`config.mk`:
```
export PLATFORM = sky130hd
export DESIGN_NAME = uart_bus_sequencer
export DESIGN_NICKNAME = d
export VERILOG_FILES = /design/src/rtl/uart_pkg.sv /design/src/rtl/uart_rr_arb2.sv /design/src/rtl/uart_bus_sequencer.sv
export SDC_FILE = /design/constraint.sdc
export NUM_CORES = 1
export LEC_CHECK = 0
export CAP_MARGIN = 25
export CORE_MARGIN = 5
export CORE_UTILIZATION = 44
export CTS_CLUSTER_DIAMETER = 80
export CTS_CLUSTER_SIZE = 10
export DETAILED_ROUTE_END_ITERATION = 12
export PLACE_DENSITY = 0.79
export SLEW_MARGIN = 20
export SYNTH_ARGS = -nofsm -noshare
export SYNTH_HDL_FRONTEND = slang
export SYNTH_SLANG_ARGS = --single-unit
export TNS_END_PERCENT = 100
```
`constraint.sdc`:
```
create_clock -name clk -period 2.7 [get_ports clk]
set_input_delay 0.405 -clock clk [delete_from_list [all_inputs] [get_ports clk]]
set_output_delay 0.405 -clock clk [all_outputs]
set_load 0.02 [all_outputs]
```
`src/rtl/uart_pkg.sv`:
```
// Shared definitions for the UART register-bus sequencer: FSM encoding and
// 16750 register map.
package uart_pkg;

    typedef enum logic [1:0] {
        INIT,
        IDLE,
        STROBE,
        RESP
    } seq_state_t;

    localparam logic [2:0] RBR_THR_DLL = 3'd0;
    localparam logic [2:0] IER_DLM     = 3'd1;
    localparam logic [2:0] FCR         = 3'd2;
    localparam logic [2:0] LCR         = 3'd3;
    localparam logic [2:0] MCR         = 3'd4;
    localparam logic [2:0] LSR         = 3'd5;
    localparam logic [2:0] MSR         = 3'd6;
    localparam logic [2:0] SCR         = 3'd7;

    localparam int LCR_DLAB = 7;

endpackage

```
`src/rtl/uart_rr_arb2.sv`:
```
// Two-way round-robin arbiter; grant is valid only while enable is high and
// last_grant advances whenever a grant is issued.
module uart_rr_arb2 (
    input  logic       clk,
    input  logic       reset,
    input  logic [1:0] req,
    input  logic       enable,
    output logic [1:0] grant
);

    logic last_grant;

    always_comb begin
        grant = 2'b00;
        if (enable) begin
            case (req)
                2'b01:   grant = 2'b01;
                2'b10:   grant = 2'b10;
                2'b11:   grant = last_grant ? 2'b01 : 2'b10;
                default: grant = 2'b00;
            endcase
        end
    end

    // Reset to requester 1 so requester 0 wins the first contention.
    always_ff @(posedge clk or posedge reset) begin
        if (reset) begin
            last_grant <= 1'b1;
        end else if (|grant) begin
            last_grant <= grant[1];
        end
    end

endmodule

```
`src/rtl/uart_bus_sequencer.sv`:
```
// Owns the UART register bus: runs the power-on init writes, then serves two
// requesters round-robin with one registered transaction in flight.
module uart_bus_sequencer
    import uart_pkg::*;
#(
    parameter logic [15:0] DIVISOR  = 16'd12,
    parameter logic [7:0]  LCR_INIT = 8'h03,
    parameter logic [7:0]  FCR_INIT = 8'h07,
    parameter logic [7:0]  MCR_INIT = 8'h03,
    parameter logic [7:0]  IER_INIT = 8'h00
) (
    input  logic       clk,
    input  logic       reset,
    input  logic       m0_req,
    input  logic       m0_we,
    input  logic [2:0] m0_addr,
    input  logic [7:0] m0_wdata,
    output logic       m0_ack,
    output logic [7:0] m0_rdata,
    input  logic       m1_req,
    input  logic       m1_we,
    input  logic [2:0] m1_addr,
    input  logic [7:0] m1_wdata,
    output logic       m1_ack,
    output logic [7:0] m1_rdata,
    output logic [2:0] u_address,
    output logic       u_write,
    output logic       u_read,
    output logic [7:0] u_writedata,
    output logic       u_cs,
    input  logic [7:0] u_readdata,
    output logic       init_done
);

    localparam logic [7:0] DLAB_MASK = 8'(1 << LCR_DLAB);

    function automatic logic [10:0] init_word(input logic [2:0] s);
        case (s)
            3'd0:    init_word = {LCR,         LCR_INIT | DLAB_MASK};
            3'd1:    init_word = {RBR_THR_DLL, DIVISOR[7:0]};
            3'd2:    init_word = {IER_DLM,     DIVISOR[15:8]};
            3'd3:    init_word = {LCR,         LCR_INIT & ~DLAB_MASK};
            3'd4:    init_word = {FCR,         FCR_INIT};
            3'd5:    init_word = {MCR,         MCR_INIT};
            default: init_word = {IER_DLM,     IER_INIT};
        endcase
    endfunction

    seq_state_t state, state_nxt;
    logic [2:0] step, step_nxt;
    logic       gnt_m1_p0, gnt_m1_nxt;
    logic       rd_p0, rd_nxt;
    logic [1:0] req, grant;
    logic       cs_nxt, write_nxt, read_nxt, done_nxt;
    logic       m0_ack_nxt, m1_ack_nxt;
    logic [2:0] addr_nxt;
    logic [7:0] wdata_nxt, m0_rdata_nxt, m1_rdata_nxt;

    // A requester whose ack is showing is masked so a held req is not re-served.
    assign req = {m1_req & ~m1_ack, m0_req & ~m0_ack};

    uart_rr_arb2 u_arb (
        .clk    (clk),
        .reset  (reset),
        .req    (req),
        .enable (state == IDLE),
        .grant  (grant)
    );

    always_comb begin
        state_nxt    = state;
        step_nxt     = step;
        gnt_m1_nxt   = gnt_m1_p0;
        rd_nxt       = rd_p0;
        cs_nxt       = 1'b0;
        write_nxt    = 1'b0;
        read_nxt     = 1'b0;
        addr_nxt     = u_address;
        wdata_nxt    = u_writedata;
        done_nxt     = init_done;
        m0_ack_nxt   = 1'b0;
        m1_ack_nxt   = 1'b0;
        m0_rdata_nxt = m0_rdata;
        m1_rdata_nxt = m1_rdata;
        case (state)
            INIT: begin
                if (step == 3'd7) begin
                    done_nxt  = 1'b1;
                    state_nxt = IDLE;
                end else begin
                    cs_nxt                = 1'b1;
                    write_nxt             = 1'b1;
                    {addr_nxt, wdata_nxt} = init_word(step);
                    step_nxt              = step + 3'd1;
                end
            end
            IDLE: begin
                if (|grant) begin
                    gnt_m1_nxt = grant[1];
                    rd_nxt     = grant[1] ? ~m1_we : ~m0_we;
                    addr_nxt   = grant[1] ? m1_addr : m0_addr;
                    wdata_nxt  = grant[1] ? m1_wdata : m0_wdata;
                    cs_nxt     = 1'b1;
                    write_nxt  = ~rd_nxt;
                    read_nxt   = rd_nxt;
                    state_nxt  = STROBE;
                end
            end
            STROBE: state_nxt = RESP;
            RESP: begin
                // UART read data is valid this cycle; capture it alongside ack.
                if (gnt_m1_p0) begin
                    m1_ack_nxt = 1'b1;
                    if (rd_p0) m1_rdata_nxt = u_readdata;
                end else begin
                    m0_ack_nxt = 1'b1;
                    if (rd_p0) m0_rdata_nxt = u_readdata;
                end
                state_nxt = IDLE;
            end
            default: state_nxt = INIT;
        endcase
    end

    always_ff @(posedge clk or posedge reset) begin
        if (reset) begin
            state       <= INIT;
            step        <= 3'd0;
            gnt_m1_p0   <= 1'b0;
            rd_p0       <= 1'b0;
            u_cs        <= 1'b0;
            u_write     <= 1'b0;
            u_read      <= 1'b0;
            u_address   <= 3'd0;
            u_writedata <= 8'd0;
            init_done   <= 1'b0;
            m0_ack      <= 1'b0;
            m1_ack      <= 1'b0;
            m0_rdata    <= 8'd0;
            m1_rdata    <= 8'd0;
        end else begin
            state       <= state_nxt;
            step        <= step_nxt;
            gnt_m1_p0   <= gnt_m1_nxt;
            rd_p0       <= rd_nxt;
            u_cs        <= cs_nxt;
            u_write     <= write_nxt;
            u_read      <= read_nxt;
            u_address   <= addr_nxt;
            u_writedata <= wdata_nxt;
            init_done   <= done_nxt;
            m0_ack      <= m0_ack_nxt;
            m1_ack      <= m1_ack_nxt;
            m0_rdata    <= m0_rdata_nxt;
            m1_rdata    <= m1_rdata_nxt;
        end
    end

endmodule

```
==> results_dict.tcl <==
set metrics [dict create \
    placed_cells 284 \
    viasPerCell 5.14 \
    maxSlewViolCount 0 \
    h-tree-depth 2 \
    p_leak_uw 0.00123 \
    cap_violations 0 \
    instances_no_fill 292 \
    arrival_ps 2380 \
    rr_startpoint "state[1]" \
    num-nets-final 284 \
    synth_cells 167 \
    routedWlPerCell_um 15.5 \
    grt_pass1_wl_um 7220 \
    gp_congestion 0.818 \
    post-route-period-util_pct 81.4 \
    synth.area.top_cells "dfrtp_1 52%, mux2_2 11%, ha_1 5.9%" \
    dpl.hpwl_um 3430 \
    tritoncts "done" \
    worst_setup_path_start_kind "flop" \
    die_area_um2 5770 \
    min_path_type "flop to flop" \
    worstPathMaxFanout 16 \
    setup_viol_count_final 0 \
    rsz0062_at_grt "false" \
    cp-end-kind "flop" \
    dieWidth_um 75.9 \
    ys_warn_count 0 \
    yosys.cell_types.count 36 \
    finish.utilization_pct 63.9 \
    cp.required_ps 2880 \
    synth_edf_count 0 \
    finalClockSkew_ps 4.53 \
    min_from "u_arb.last_grant" \
    clk_latency_ps 290 \
    path_class "flop to flop" \
    cts_hold_buf 0 \
    ant_nets 0 \
    hold_ws_ps 461 \
    ir_worst_vdd_mv 0.529 \
    num_io_pins 69 \
    die_h_um 75.9 \
    power.density_nw_per_um2 1210 \
    fin_setup_tns_ps 0 \
    synth_area_um2 1910 \
    cts_buffers 5 \
    start_util_pct 44.6 \
    grt_overflow 0 \
    dr.pass1.iters 5 \
    synthTopCellsByCount "40 x dfrtp_1, 19 x mux2_2, 17 x nand2_1" \
    multi_input_area_um2 808 \
    synth_fp_nets 212 \
    ff_latch_area_um2 1030 \
    grt_max_degree 42 \
    status "finished, final reports clean" \
    antenna_cells 0 \
    syn-mean-instance-area_um2 11.5 \
    fin_crit_ps 2200 \
    post_cts_buffers 0 \
    drc 0 \
    ctsResizeCount 0 \
    fill_cells 352 \
    crit_path_start "state[1]" \
    ys_ff_latch 41 \
    ys.flop_type "dfrtp_1" \
    area_delta_synth_final_pct 43.5 \
    antenna_found_initial 0 \
    clk_pin_slew_worst_paths_ps 80 \
    synth_top_area_cell "dfrtp_1" \
    slew_headroom_pct 55.9 \
    grt.total_usage_pct 16.0 \
    rows 24 \
    synth_most_common_cell "dfrtp_1" \
    postLayoutCellArea_um2 2750 \
    drive_gt1_share_pct 14.2 \
    fmax_ghz 0.455 \
    cts.sinks 41 \
    finalHoldViolCount 0 \
    wl_um 4540 \
    via_count 1500 \
    worst_pin_slew_ps 654 \
    port-buffer-count 68 \
    drt_iter0_markers 89 \
    yosysTopAreaCellShare_pct 52.3 \
    core_area_um2 4290 \
    clk_path_buf_depth 2 \
    placed_area_um2 2650 \
    seq_area_frac_synth_pct 53.7 \
    clock-root-buffer "clkbuf_8" \
    grt_pass1_vias 1416 \
    async_flop_share_pct 100 \
]
per-layer routing:
layer  routed length [µm]  global-route usage (%)  vias to the layer above
met5                    0                       0                        -
li1                     -                       -                      721
met1                 1930                    19.8                      717
met2                 2190                    24.9                       53
met3                  280                    5.57                        9
met4                  135                    7.65                        0
cell type report:
class | instances | area share (%)
multi-input cells | 108 | 29.4
repair buffers | 71 | 25.6
clock buffers | 6 | 3.01
inverters | 12 | 1.64
well taps | 52 | 2.37
clock inverters | 2 | 0.501
flip-flops and latches | 41 | 37.4
worst paths after layout:
| kind | end | slack, ps | cells after the start |
|---|---|---|---|
| setup / recovery | u_address[0] | 500 | 6 |
| hold / removal | u_arb.last_grant | 460 | 2 |
| setup reg to reg | u_address[0] | 500 | 6 |
| hold reg to reg | u_arb.last_grant | 460 | 2 |
| max in group asynchronous | u_arb.last_grant | 1800 | 3 |
| min in group asynchronous | m1_rdata[2] | 530 | 3 |
report_power, final:
part           switching (µW)  internal [µW]  total, µW
Combinational             915            889       1800
Clock                     214            207        421
Sequential                178            920       1100
per-stage QoR:
stage | setup slack (ps) | total power, µW
after floorplan | 832 | 2220
after global placement | 515 | 2880
after detailed placement | 490 | 2930
after CTS | 507 | 3350
after global routing | 330 | 3560
final | 503 | 3320
registers in the layout (all words and copies together) (netlist names):
register / cells
m1_ack: 1
u_writedata: 8
state: 2
init_done: 1
m0_rdata: 8
rd_p0: 1
m0_ack: 1
u_write: 1
u_read: 1
u_address: 3
gnt_m1_p0: 1
u_cs: 1
u_arb.last_grant: 1
step: 3
m1_rdata: 8
logic make-up (layout without fill, tap and decap cells):
kind of cell / after synthesis / count (layout) / synth area share, %
xor+xnor: 1 / 1 / 0.458
mux: 27 / 27 / 15.4
simple gates: 45 / 45 / 11.4
flops: 41 / 41 / 53.7
fa+ha+maj: 9 / 9 / 5.89
compound gates: 26 / 26 / 9.09
buf+inv: 18 / 91 / 4.05
cell usage in the layout, fill, tap and decap left out, types with 2 or more instances in the layout:
cell / n
a21oi_1: 4
inv_1: 12
nor2_1: 8
nand3_1: 6
o221ai_1: 2
nand2b_1: 2
nor2b_1: 3
mux2i_1: 8
clkdlybuf4s50_1: 68
o22ai_1: 3
a31oi_1: 5
buf_4: 3
o21ai_0: 5
dfrtp_1: 40
clkbuf_8: 6
nand2_1: 17
ha_1: 9
mux2_2: 19
critical path, cell delays in order (launching register included):
cell and delay (ps):
dfrtp_1 390, inv_1 110, ha_1 470, or2_1 180
o311a_1 350, or4b_1 470, o221a_2 130
(Power assumes the default switching activity.)
